**config.mk**
```make
export PLATFORM = sky130hd
export DESIGN_NAME = mem_arbiter_flat
export DESIGN_NICKNAME = d
export VERILOG_FILES = /design/src/rtl/mem_arbiter_if.sv /design/src/rtl/mem_arbiter.sv /design/src/flat_wrapper.sv
export SDC_FILE = /design/constraint.sdc
export NUM_CORES = 1
export LEC_CHECK = 0
export CAP_MARGIN = 20
export CORE_MARGIN = 5
export CORE_UTILIZATION = 39
export DETAILED_ROUTE_END_ITERATION = 6
export GPL_TIMING_DRIVEN = 0
export MAX_ROUTING_LAYER = met4
export PLACE_DENSITY = 0.87
export REMOVE_ABC_BUFFERS = 1
export SLEW_MARGIN = 20
export SYNTH_ARGS = -nofsm -noshare
export SYNTH_HDL_FRONTEND = slang
export SYNTH_SLANG_ARGS = --single-unit
export TNS_END_PERCENT = 5
```
**constraint.sdc**
```tcl
create_clock -name i_clk -period 2 [get_ports i_clk]
set_input_delay 0.5 -clock i_clk [delete_from_list [all_inputs] [get_ports i_clk]]
set_output_delay 0.5 -clock i_clk [all_outputs]
set_load 0.02 [all_outputs]
```
**src/rtl/mem_arbiter_if.sv**
```systemverilog
// Bus bundle between the fetch stage, the memory stage, the arbiter and the
// downstream memory. Signal names keep their original port names.
interface mem_arbiter_if #(
  parameter int unsigned ADDR_W = 32,
  parameter int unsigned XLEN   = 32
);
  // fetch requester
  logic              i_inst_req;
  logic [ADDR_W-1:0] i_inst_addr;
  logic              o_inst_ack;
  logic [XLEN-1:0]   o_inst_data;
  logic              o_inst_err;
  // memory-stage requester
  logic              i_data_req;
  logic [ADDR_W-1:0] i_data_addr;
  logic [XLEN-1:0]   i_data_wdata;
  logic [2:0]        i_data_funct3;
  logic              i_data_rw;
  logic              o_data_ack;
  logic [XLEN-1:0]   o_data_rdata;
  logic              o_data_err;
  // downstream memory
  logic              o_mem_req;
  logic [ADDR_W-1:0] o_mem_addr;
  logic [XLEN-1:0]   o_mem_wdata;
  logic [2:0]        o_mem_funct3;
  logic              o_mem_rw;
  logic              i_mem_ack;
  logic [XLEN-1:0]   i_mem_rdata;

  // arbiter side
  modport slave (
    input  i_inst_req, i_inst_addr,
    output o_inst_ack, o_inst_data, o_inst_err,
    input  i_data_req, i_data_addr, i_data_wdata, i_data_funct3, i_data_rw,
    output o_data_ack, o_data_rdata, o_data_err,
    output o_mem_req, o_mem_addr, o_mem_wdata, o_mem_funct3, o_mem_rw,
    input  i_mem_ack, i_mem_rdata
  );

  // requesters and memory side
  modport master (
    output i_inst_req, i_inst_addr,
    input  o_inst_ack, o_inst_data, o_inst_err,
    output i_data_req, i_data_addr, i_data_wdata, i_data_funct3, i_data_rw,
    input  o_data_ack, o_data_rdata, o_data_err,
    input  o_mem_req, o_mem_addr, o_mem_wdata, o_mem_funct3, o_mem_rw,
    output i_mem_ack, i_mem_rdata
  );
endinterface

```
**src/rtl/mem_arbiter.sv**
```systemverilog
// Two-port memory arbiter: instruction fetch and data access share one
// downstream port. Data has priority, bounded by a burst limit while a fetch
// waits. Each transaction is aborted with an error after TIMEOUT busy cycles.
// Requesters are expected to drop or replace their request in the cycle
// their ack pulse is visible; the arbiter may grant again on that edge.
module mem_arbiter #(
  parameter int unsigned ADDR_W  = 32,
  parameter int unsigned XLEN    = 32,
  parameter int unsigned D_BURST = 4,
  parameter int unsigned TIMEOUT = 255
) (
  input  logic          i_clk,
  input  logic          i_rst_n,
  mem_arbiter_if.slave  bus
);

  localparam logic [3:0]      BURST_MAX = 4'(D_BURST);
  localparam logic [15:0]     WAIT_LAST = 16'(TIMEOUT - 1);
  localparam logic [XLEN-1:0] ZERO_W    = '0;

  typedef enum logic [1:0] {IDLE, BUSY_I, BUSY_D} state_t;

  state_t            state;
  logic [3:0]        burst_cnt;
  logic [15:0]       wait_cnt;
  logic              data_go;
  logic              inst_go;
  logic [ADDR_W-1:0] grant_addr;

  // Grant decision evaluated in IDLE
  always_comb begin
    data_go    = bus.i_data_req && (!bus.i_inst_req || (burst_cnt < BURST_MAX));
    inst_go    = !data_go && bus.i_inst_req;
    grant_addr = data_go ? bus.i_data_addr : bus.i_inst_addr;
  end

  // Arbitration FSM with registered outputs, burst and wait counters
  always_ff @(posedge i_clk or negedge i_rst_n) begin
    if (!i_rst_n) begin
      state            <= IDLE;
      burst_cnt        <= '0;
      wait_cnt         <= '0;
      bus.o_inst_ack   <= 1'b0;
      bus.o_inst_data  <= '0;
      bus.o_inst_err   <= 1'b0;
      bus.o_data_ack   <= 1'b0;
      bus.o_data_rdata <= '0;
      bus.o_data_err   <= 1'b0;
      bus.o_mem_req    <= 1'b0;
      bus.o_mem_addr   <= '0;
      bus.o_mem_wdata  <= '0;
      bus.o_mem_funct3 <= '0;
      bus.o_mem_rw     <= 1'b0;
    end else begin
      bus.o_inst_ack <= 1'b0;
      bus.o_inst_err <= 1'b0;
      bus.o_data_ack <= 1'b0;
      bus.o_data_err <= 1'b0;

      // burst count only tracks data grants made while a fetch is waiting
      if (!bus.i_inst_req)
        burst_cnt <= '0;
      else if (state == IDLE && inst_go)
        burst_cnt <= '0;
      else if (state == IDLE && data_go && burst_cnt < BURST_MAX)
        burst_cnt <= burst_cnt + 4'd1;

      unique case (state)
        IDLE: begin
          wait_cnt <= '0;
          if (data_go) begin
            state            <= BUSY_D;
            bus.o_mem_req    <= 1'b1;
            bus.o_mem_addr   <= grant_addr;
            bus.o_mem_wdata  <= bus.i_data_wdata;
            bus.o_mem_funct3 <= bus.i_data_funct3;
            bus.o_mem_rw     <= bus.i_data_rw;
          end else if (inst_go) begin
            state            <= BUSY_I;
            bus.o_mem_req    <= 1'b1;
            bus.o_mem_addr   <= grant_addr;
            bus.o_mem_wdata  <= ZERO_W;
            bus.o_mem_funct3 <= 3'b010;
            bus.o_mem_rw     <= 1'b0;
          end
        end
        BUSY_I, BUSY_D: begin
          // a downstream ack beats a timeout landing on the same edge
          if (bus.i_mem_ack) begin
            state         <= IDLE;
            bus.o_mem_req <= 1'b0;
            if (state == BUSY_I) begin
              bus.o_inst_ack  <= 1'b1;
              bus.o_inst_data <= bus.i_mem_rdata;
            end else begin
              bus.o_data_ack   <= 1'b1;
              bus.o_data_rdata <= bus.i_mem_rdata;
            end
          end else if (wait_cnt == WAIT_LAST) begin
            state         <= IDLE;
            bus.o_mem_req <= 1'b0;
            if (state == BUSY_I) begin
              bus.o_inst_ack  <= 1'b1;
              bus.o_inst_err  <= 1'b1;
              bus.o_inst_data <= ZERO_W;
            end else begin
              bus.o_data_ack   <= 1'b1;
              bus.o_data_err   <= 1'b1;
              bus.o_data_rdata <= ZERO_W;
            end
          end else begin
            wait_cnt <= wait_cnt + 16'd1;
          end
        end
        default: state <= IDLE;
      endcase
    end
  end

endmodule

```
**src/flat_wrapper.sv**
```systemverilog
// flat-port wrapper written by rule: the top's interface ports become plain ports
module mem_arbiter_flat 
#(
  parameter int unsigned ADDR_W  = 32,
  parameter int unsigned XLEN    = 32,
  parameter int unsigned D_BURST = 4,
  parameter int unsigned TIMEOUT = 255
)
  (i_clk, i_rst_n, bus_i_inst_req, bus_i_inst_addr, bus_o_inst_ack, bus_o_inst_data, bus_o_inst_err, bus_i_data_req, bus_i_data_addr, bus_i_data_wdata, bus_i_data_funct3, bus_i_data_rw, bus_o_data_ack, bus_o_data_rdata, bus_o_data_err, bus_o_mem_req, bus_o_mem_addr, bus_o_mem_wdata, bus_o_mem_funct3, bus_o_mem_rw, bus_i_mem_ack, bus_i_mem_rdata);
  mem_arbiter_if #(.ADDR_W(ADDR_W), .XLEN(XLEN)) bus_i ();
  input  logic i_clk;
  input  logic i_rst_n;
  input wire logic [$bits(bus_i.i_inst_req)-1:0] bus_i_inst_req;
  input wire logic [$bits(bus_i.i_inst_addr)-1:0] bus_i_inst_addr;
  output wire logic [$bits(bus_i.o_inst_ack)-1:0] bus_o_inst_ack;
  output wire logic [$bits(bus_i.o_inst_data)-1:0] bus_o_inst_data;
  output wire logic [$bits(bus_i.o_inst_err)-1:0] bus_o_inst_err;
  input wire logic [$bits(bus_i.i_data_req)-1:0] bus_i_data_req;
  input wire logic [$bits(bus_i.i_data_addr)-1:0] bus_i_data_addr;
  input wire logic [$bits(bus_i.i_data_wdata)-1:0] bus_i_data_wdata;
  input wire logic [$bits(bus_i.i_data_funct3)-1:0] bus_i_data_funct3;
  input wire logic [$bits(bus_i.i_data_rw)-1:0] bus_i_data_rw;
  output wire logic [$bits(bus_i.o_data_ack)-1:0] bus_o_data_ack;
  output wire logic [$bits(bus_i.o_data_rdata)-1:0] bus_o_data_rdata;
  output wire logic [$bits(bus_i.o_data_err)-1:0] bus_o_data_err;
  output wire logic [$bits(bus_i.o_mem_req)-1:0] bus_o_mem_req;
  output wire logic [$bits(bus_i.o_mem_addr)-1:0] bus_o_mem_addr;
  output wire logic [$bits(bus_i.o_mem_wdata)-1:0] bus_o_mem_wdata;
  output wire logic [$bits(bus_i.o_mem_funct3)-1:0] bus_o_mem_funct3;
  output wire logic [$bits(bus_i.o_mem_rw)-1:0] bus_o_mem_rw;
  input wire logic [$bits(bus_i.i_mem_ack)-1:0] bus_i_mem_ack;
  input wire logic [$bits(bus_i.i_mem_rdata)-1:0] bus_i_mem_rdata;
  assign bus_i.i_inst_req = bus_i_inst_req;
  assign bus_i.i_inst_addr = bus_i_inst_addr;
  assign bus_o_inst_ack = bus_i.o_inst_ack;
  assign bus_o_inst_data = bus_i.o_inst_data;
  assign bus_o_inst_err = bus_i.o_inst_err;
  assign bus_i.i_data_req = bus_i_data_req;
  assign bus_i.i_data_addr = bus_i_data_addr;
  assign bus_i.i_data_wdata = bus_i_data_wdata;
  assign bus_i.i_data_funct3 = bus_i_data_funct3;
  assign bus_i.i_data_rw = bus_i_data_rw;
  assign bus_o_data_ack = bus_i.o_data_ack;
  assign bus_o_data_rdata = bus_i.o_data_rdata;
  assign bus_o_data_err = bus_i.o_data_err;
  assign bus_o_mem_req = bus_i.o_mem_req;
  assign bus_o_mem_addr = bus_i.o_mem_addr;
  assign bus_o_mem_wdata = bus_i.o_mem_wdata;
  assign bus_o_mem_funct3 = bus_i.o_mem_funct3;
  assign bus_o_mem_rw = bus_i.o_mem_rw;
  assign bus_i.i_mem_ack = bus_i_mem_ack;
  assign bus_i.i_mem_rdata = bus_i_mem_rdata;
  mem_arbiter #(.ADDR_W(ADDR_W), .XLEN(XLEN), .D_BURST(D_BURST), .TIMEOUT(TIMEOUT)) u_core (.i_clk(i_clk), .i_rst_n(i_rst_n), .bus(bus_i));
endmodule
```
### Word-level counts from Yosys, hierarchy flattened

Cells that the tools add are included.

* register bits: 159
* input port bits: 137
* output and inout port bits: 137
* logic and storage cells: 90

* add/sub/neg operators: 2
* $lt $le $gt $ge: 1
* equality and inequality tests: 8
* multiplexer cells: 45
* bitwise gates (word level): 1
* reductions and logical operators: 19

Operator list (count)
* 32-bit two-way mux: 13
* 16-bit two-way mux: 2
* 16-bit one-hot mux with 2 select lines: 1
* 1-bit two-way mux: 18
* 16-bit by 1-bit adder with 16-bit output (second input constant): 1
* 16-bit by 8-bit equality test with 1-bit output (second input constant): 1
* 4-bit two-way mux: 3
* 3-bit AND reduction: 4
* 2-bit two-way mux: 4
* 3-bit two-way mux: 2
* 3-bit by 1-bit inequality test with 1-bit output (second input constant): 2
* 2-bit nonzero test: 3
* 1-bit logical AND: 5
* 4-bit by 1-bit adder with 4-bit output (second input constant): 1
* 4-bit by 3-bit < comparator with 1-bit output (second input constant): 1
* 2-bit inequality test (second input constant): 2
* 2-bit one-hot mux with 2 select lines: 1
* 2-bit AND reduction: 2
* 3-bit by 2-bit inequality test with 1-bit output (second input constant): 1
* 2-bit by 1-bit equality test with 1-bit output (second input constant): 1
* 2-bit equality test (second input constant): 1
* 1-bit zero test: 2
* 2-bit zero test: 1
* 1-bit one-hot mux with 2 select lines: 1
* other kinds (3): 3

### Longest topological paths before layout

Gate-level depths: netlist of run 1.

* depth in word-level cells: 8
* mapped depth: 8
* gate-level depth less buffers: 6

### Worst setup path before layout of run 1

OpenSTA, ideal clock, no wires.

* path kind: register to register
* start: reg u_core.wait_cnt[0]
* end: reg u_core.bus.o_mem_req
* library setup time: 0.137 ns
* data arrival time: 1.970 ns
* data required time: 1.863 ns
* slack: -0.106 ns
* stages on the path, launching flop included: 7
* path buffers: 0
* clock period less this slack: 2.106 ns
* cell sequence: dfrtp_1 inv_1 ha_1 or4b_4 or4_4 a211oi_1 o22ai_1

* cells in the longest elaborated chain, start to end: 3

RTL lines
* start, declared: RTL line mem_arbiter.sv:25 `logic [15:0] wait_cnt;`
* start signal, assigned: RTL line mem_arbiter.sv:112 `wait_cnt <= wait_cnt + 16'd1;`
* 16-bit by 8-bit equality test with 1-bit output: RTL line mem_arbiter.sv:99 `end else if (wait_cnt == WAIT_LAST) begin`
* 3-bit by 2-bit inequality test with 1-bit output (no line)
* 3-bit AND reduction (no line)
* end signal, assigned: RTL line mem_arbiter.sv:80 `bus.o_mem_req <= 1'b1;`
* end signal, assigned: RTL line mem_arbiter.sv:91 `bus.o_mem_req <= 1'b0;`
* end signal, assigned: RTL line mem_arbiter.sv:101 `bus.o_mem_req <= 1'b0;`
* end, declared: RTL line mem_arbiter_if.sv:37 `output o_mem_req, o_mem_addr, o_mem_wdata, o_mem_funct3, o_mem_rw,`

Every way passes these cells.
A chain may end at the register's enable or synchronous reset.

### Worst setup path after layout of run 1

* start: reg u_core.wait_cnt[10]
* end: reg u_core.wait_cnt[1]

* cells in the longest elaborated chain, start to end: 3

RTL lines (RTL line)
* 16-bit by 8-bit equality test with 1-bit output: mem_arbiter.sv:99
* 2-bit inequality test (no line)
* 3-bit AND reduction (no line)

Every way passes these cells.

==> metrics.md, run 1 <==
| Metric | Value |
|---|---|
| Bufs and invs on worst path | 2 |
| Max-slew headroom | 0.466 |
| Leading area contributor after synthesis | dfrtp_1 |
| Cell chain of the critical path | or4_4 -> nor4_4 -> buf_6 -> buf_4 -> nor4_1 -> a211o_1 |
| Num CTS Buffers | 17 |
| Nets | 1022 |
| Outcome | finished with violations |
| Finished Cell Area | around 11000 sq um |
| Total track usage | 0.211 |
| Area grow syn2layout | 56.2% |
| Minimum clock period | around 2.1 ns |
| Synth top area cells | dfrtp_1 58%, a32o_1 9.4%, nand2_1 6.9% |
| Mux cell area share after synthesis | 0.0528 |
| Post-DP HPWL | between 10 and 15 mm |
| Number of global-route vias before repair | 6235 |
| Register area | around 4000 sq um |
| Mapped Area | roughly 6800 sq um |
| Post-synth top cells | 159 x dfrtp_1, 125 x nand2_1, 74 x o21ai_0 |
| Vias per cell | 5.39 |
| Crit. Startpoint | u_core.wait_cnt[10] |
| 1st-pass router iterations | 5 |
| DRC | 0 |
| CTS tree | built |
| FF-to-FF path depth | 6 |
| Pwr dens | approximately 1600 nW/um^2 |
| Grt ovf | 0 |
| Top-Level Pins | 274 |
| Crit path kind | flip-flop to flip-flop |
| CP top delay family | simple AND/OR/NAND/NOR gates |
| Antenna Nets Post-Route | 0 |
| Largest net degree at the start of global routing | 82 |
| Share of the clock period used by the worst path | 1.04 |
| Hold Path Class | input pin to async pin |
| Main combinational cell family by area after synthesis | compound AO/OA/AOI/OAI gates |
| 1st-iter DRT viols | approximately 380 |
| Final Hold Viols | 0 |
| Pleak | approximately 4.6 nW |
| EDFF count, synth | 0 |
| WP data required | around 2.3 ns |
| Main synth FF type | dfrtp_1 |
| Ant. Diodes | 0 |
| Synthesized area per cell | around 11 sq um |
| XOR/XNOR Fraction of Synth Area | 0 |
| Failing checks | setup timing |
| Final WL | roughly 21 mm |
| Critical path destination | u_core.wait_cnt[1] |
| Reg-to-reg endpoint | u_core.wait_cnt[1] |
| Share of cells above drive strength 1 | 0.0897 |
| RR Startpoint | u_core.wait_cnt[10] |
| Rows | 48 |
| Crit Path Max Fanout | 10 |
| Routed vias | 6016 |
| Total Power | 16.6 mW |
| Port-buffer cells | about 270 |
| Synth cell types | 52 |
| Placed Area | ~10000 sq um |
| Initial core utilization | 0.396 |
| Arrival time worst endpoint | about 2.4 ns |
| Final worst slack | -0.0882 ns |
| Post-synthesis sequential area ratio | 0.583 |
| Die H | about 140 microns |
| Slew Limit Fails | 0 |
| Global-route wire length before repair | roughly 33 mm |
| Yosys warns | 0 |
| RSZ-0062 raised after global routing | true |
| Critical Path Source Type | flip-flop |
| VDD IR max | between 0.0008 and 0.0009 V |
| Max Clock Skew | about 0.012 ns |
| Die width | approximately 140 microns |
| Gp weighted congestion | 0.798 |
| Reg2reg setup slack | -0.09 ns |
| Most common cell in the synthesized netlist | dfrtp_1 |
| Maximum buffer depth of the clock tree | 2 |
| Synth Area in Compound Gates | 0.178 |
| Slowest CP cell | or4_4 |
| Clock latency on the worst-skew pair | 0.42 ns |
| Max Cap Violations | 0 |
| Max stage delay on crit path | about 0.58 ns |
| Core Area | 17200 sq um |
| Hold Buf Count CTS | 0 |
| CP Capture Type | flip-flop |
| Die Footprint | roughly 20000 sq um |
| CTS root buf | clkbuf_16 |
| Post-Synth Simple-Gate Area | 0.130 |
| # fillers | ~1400 |
| Synthesized instance count | about 600 |
| Clock transition at the registers of the reported paths | approximately 0.060 ns |
| # H-tree levels | 4 |
| Worst slew pin tran | about 0.8 ns |
| Levels on crit path | 6 |
| Asr flop ratio synth | 1.00 |
| Yosys reg bits | ~160 |
| Post-synth top area share | 0.583 |
| # clock sinks | between 150 and 200 |
| Initial antenna violation count | 0 |
| Routed WL per cell | between 15 and 20 microns |
| Fmax | approximately 480 MHz |
| Adder-Cell Fraction of Synth Area | 0.0110 |
| Final setup vio count | 70 |
| Multi-input gate area | between 2000 and 3000 sq um |
[logic make-up (layout without fill, tap and decap cells)]
family,Yosys count,after routing
compound gates,165,165
fa+ha+maj,6,6
buf+inv,60,337
flops,159,159
mux,36,36
simple gates,188,189
[placed cells by master (no fill, tap or decap), types with 3 or more instances in the layout]
| cell type | n |
|---|---|
| clkdlybuf4s50_1 | 270 |
| dfrtp_1 | 157 |
| nand2_1 | 124 |
| o21ai_0 | 73 |
| a32o_1 | 64 |
| mux2i_1 | 36 |
| clkbuf_16 | 21 |
| nand3_1 | 11 |
| inv_1 | 8 |
| buf_4 | 8 |
| or4_1 | 7 |
| buf_16 | 7 |
| nand4_1 | 5 |
| and2_1 | 5 |
| o211ai_1 | 5 |
| nor2_1 | 4 |
| and3_1 | 4 |
| ha_1 | 4 |
| clkinv_2 | 4 |
| o21ai_4 | 3 |
| nor3_1 | 3 |
| or3_1 | 3 |
| a21oi_1 | 3 |
| a31oi_1 | 3 |
| inv_6 | 3 |
| clkinv_4 | 3 |
| buf_6 | 3 |
[registers in the layout, summed over array words and instances (netlist names), 2 cells and up]
| register | count |
|---|---|
| u_core.burst_cnt | 4 |
| u_core.bus.o_data_rdata | 32 |
| u_core.bus.o_inst_data | 32 |
| u_core.bus.o_mem_addr | 32 |
| u_core.bus.o_mem_funct3 | 3 |
| u_core.bus.o_mem_wdata | 32 |
| u_core.state | 2 |
| u_core.wait_cnt | 16 |
[report_power, final]
group | total (mW) | switching, mW | leakage (nW) | internal (mW)
clock network | 3.20 | 1.32 | 0.289 | 1.88
registers | 5.24 | 0.711 | 2.03 | 4.53
logic | 8.19 | 4.26 | 2.26 | 3.94
[what timing repair did]
item / in CTS / in global routing
endpoints found under the hold margin: 0 / 0
cloned: 4 / 1
pin swaps: 8 / 3
buffers inserted: 9 / 1
endpoints found under the setup margin: 88 / 86
gates resized for setup: 13 / 10
[stage by stage]
| step | setup WS, ns | hold WS [ns] | TNS (ns) | cells | util |
|---|---|---|---|---|---|
| 2_1_floorplan | -2.05 | 0.204 | -186.78 | 563 | - |
| 3_3_place_gp | -6.02 | 0.454 | -1461.89 | 1061 | 0.555 |
| 3_5_place_dp | -0.773 | 0.469 | -66.86 | 1070 | 0.572 |
| 4_1_cts | -0.101 | 0.0692 | -5.37 | 1115 | 0.618 |
| 5_1_grt | -0.156 | 0.0978 | -8.86 | 1117 | 0.619 |
| 6_report | -0.0882 | 0.0502 | -4.03 | 1117 | 0.619 |
[cell type report]
class / instances / area share
clock buffers: 20 / 0.0419
clock inverters: 12 / 0.0124
inverters: 9 / 0.00317
multi-input cells: 396 / 0.247
flip-flops and latches: 159 / 0.373
well taps: 225 / 0.0264
repair buffers: 296 / 0.296
[worst min path at each step]
| stage | slack, ns | to | start |
|---|---|---|---|
| after floorplan | 0.20 | u_core.burst_cnt[0] | i_rst_n |
| after global placement | 0.45 | u_core.bus.o_mem_funct3[1] | u_core.bus.o_mem_funct3[1] |
| after detailed placement | 0.47 | u_core.bus.o_mem_addr[23] | u_core.bus.o_mem_addr[23] |
| after CTS | 0.07 | u_core.bus.o_inst_data[29] | i_rst_n |
| after global routing | 0.1 | u_core.bus.o_inst_data[29] | i_rst_n |
| final | 0.05 | u_core.bus.o_inst_data[29] | i_rst_n |
[routing by layer]
layer,track usage,share of wire,vias to the layer above
met2,0.354,0.51,305
met5,-,0,-
met1,0.242,0.38,2897
met4,0.0830,0.027,0
li1,-,-,2772
met3,0.0578,0.085,42
(Power assumes the default switching activity.)
==> inputs of run 2 (changes only) <==
HOLD_SLACK_MARGIN = 0.06   (was unset)
==> results of run 2 <==
Final layout, timing and power as in run 1 (identical DEF).
==> inputs of run 3 (changes only) <==
CAP_MARGIN = unset   (was 20)
CORE_MARGIN = 2   (was 5)
==> metrics.md, run 3 (synthesized netlist as in run 1, its figures left out) <==
| Metric | Value |
|---|---|
| Outcome | finished with violations |
| Failing checks | setup timing |
| Largest net degree at the start of global routing | 82 (unchanged) |
| Commonest non-fill, non-tap cell in the layout | clkdlybuf4s50_1 |
| Clock latency on the worst-skew pair | 0.42 ns (about the same) |
| Setup TNS | -9.87 ns (-5.84 ns) |
| Final WL | 20.1 mm (-5.5%) |
| Routed WL per cell | 17.8 microns (-6.1%) |
| Clock transition at the registers of the reported paths | 0.06 ns (about the same) |
| Post-DP HPWL | 13.4 mm (-6.9%) |
| Worst slew pin tran | 0.791 ns (-0.00917 ns) |
| Num CTS Buffers | 17 (unchanged) |
| Vias per cell | 5.27 (-2.1%) |
| Total track usage | 0.227 (+0.0155) |
| Final setup vio count | 72 (+2.9%) |
| Crit path kind | flip-flop to flip-flop |
| Initial antenna violation count | 0 (unchanged) |
| Hold Buf Count CTS | 0 (unchanged) |
| Nets | 1030 (+0.78%) |
| Fmax | 452 MHz (-5.6%) |
| Share of cells above drive strength 1 | 0.0944 (+0.00476) |
| Hold slack final | 0.0665 ns (+0.0163 ns) |
| # clock sinks | 159 (unchanged) |
| Antenna Nets Post-Route | 0 (unchanged) |
| Finished Cell Area | 10700 sq um (about the same) |
| Most frequent cells in the layout | 269 x clkdlybuf4s50_1, 159 x dfrtp_1, 124 x nand2_1, 72 x o21ai_0, 64 x a32o_1 |
| Max Clock Skew | 0.0124 ns (+0.000268 ns) |
| Max-slew headroom | 0.473 (+0.00611) |
| VDD IR max | 0.000785 V (-3.2%) |
| WP data required | 2.31 ns (+0.02 ns) |
| Slowest CP cell | or4_4 |
| CP top delay family | simple AND/OR/NAND/NOR gates |
| Cell chain of the critical path | or4_4 -> nor4_4 -> buf_4 -> o21ai_4 -> buf_6 -> buf_16 -> a32o_1 |
| CTS root buf | clkbuf_16 |
| Bufs and invs on worst path | 3 (+1) |
| Initial core utilization | 0.396 (unchanged) |
| Critical Path Source Type | flip-flop |
| Arrival time worst endpoint | 2.52 ns (+0.14 ns) |
| Gp weighted congestion | 0.811 (+1.6%) |
| Die H | 136 microns (-4.2%) |
| Minimum clock period | 2.21 ns (+0.124 ns) |
| Pleak | 4.59 nW (+0.14%) |
| Pwr dens | 1540 nW/um^2 (-1.5%) |
| CTS tree | built |
| Die width | 136 microns (-4.2%) |
| CP Capture Type | flip-flop |
| Placed Area | 9840 sq um (-0.13%) |
| Share of the clock period used by the worst path | 1.11 (+0.0620) |
| Number of global-route vias before repair | 5984 (-4.0%) |
| Maximum buffer depth of the clock tree | 2 (unchanged) |
| Placed insts | 1070 (unchanged) |
| Core Area | 17200 sq um (unchanged) |
| Hold Path Class | input pin to async pin |
| 1st-iter DRT viols | 394 (+2.6%) |
| RSZ-0062 raised after global routing | true |
| Die Footprint | 18600 sq um (-8.3%) |
| Non-filler cells, final | 1125 (+0.72%) |
| Crit Path Max Fanout | 7 (-3) |
| Area grow syn2layout | 56.1% (about the same) |
| DRC | 0 (unchanged) |
| Port-buffer cells | 273 (unchanged) |
| Max Cap Violations | 0 (unchanged) |
| Final Hold Viols | 0 (unchanged) |
| Grt ovf | 0 (unchanged) |
| Rows | 48 (unchanged) |
| Ant. Diodes | 0 (unchanged) |
| # H-tree levels | 4 (unchanged) |
| 1st-pass router iterations | 5 (unchanged) |
| Routed vias | 5934 (-1.4%) |
| Slew Limit Fails | 0 (unchanged) |
| Finished Core Util | 0.618 (about the same) |
| Dpl ws | -0.772 ns (+0.00100 ns) |
| Global-route wire length before repair | 31.5 mm (-4.0%) |
| Final worst slack | -0.212 ns (-0.124 ns) |
| Total Power | 16.4 mW (-1.6%) |
| Max stage delay on crit path | 0.57 ns (about the same) |
| Top-Level Pins | 274 (unchanged) |
## run 3: worst register-to-register path: cells and delay by family (launching register included)
family,cells,cell delay (ns)
and+or+nand+nor,2,0.89
buffers and inverters,3,0.52
DFF,1,0.39
AOI/OAI and AO/OA,2,0.31
## run 3: timing repair
action,in CTS,in global routing
setup buffers,18,2
gates cloned,4,0
gates resized for setup,15,8
endpoints found under the setup margin,87,100
pin swaps,6,10
## run 3: metal layers
| layer | part of all wire | track usage |
|---|---|---|
| met5 | 0 | - |
| met4 | 0.015 | 0.0694 |
| met3 | 0.069 | 0.0582 |
| met2 | 0.52 | 0.389 |
| met1 | 0.39 | 0.262 |
## run 3: worst paths after layout
kind	startpoint	end	slack [ns]	depth (start not counted)
hold / removal	i_rst_n	u_core.bus.o_data_rdata[4]	0.07	1
setup / recovery	u_core.wait_cnt[13]	u_core.bus.o_data_rdata[24]	-0.21	7
min in group i_clk	u_core.bus.o_mem_wdata[21]	u_core.bus.o_mem_wdata[21]	0.47	2
setup reg to reg	u_core.wait_cnt[13]	u_core.bus.o_data_rdata[24]	-0.21	7
hold reg to reg	u_core.bus.o_mem_wdata[21]	u_core.bus.o_mem_wdata[21]	0.47	2
max in group asynchronous	i_rst_n	u_core.bus.o_mem_addr[10]	1.12	2
## run 3: area by class of cell
| type | instances | area [sq um] |
|---|---|---|
| fill | 1396 | 6580 |
| clock inverter | 13 | 105 |
| multi-input combinational | 396 | 2630 |
| tap | 225 | 282 |
| timing repair buffer | 304 | 3200 |
| inverter | 9 | 33.8 |
| clock buffer | 19 | 433 |
| sequential | 159 | 3980 |
## run 3: power breakdown
part           switching, mW  internal (mW)  total, mW  leakage, nW
registers              0.696           4.52       5.22         2.03
logic                   4.24           3.92       8.16         2.30
clock network           1.37           1.61       2.99        0.252
total                   6.31           10.1       16.4         4.59
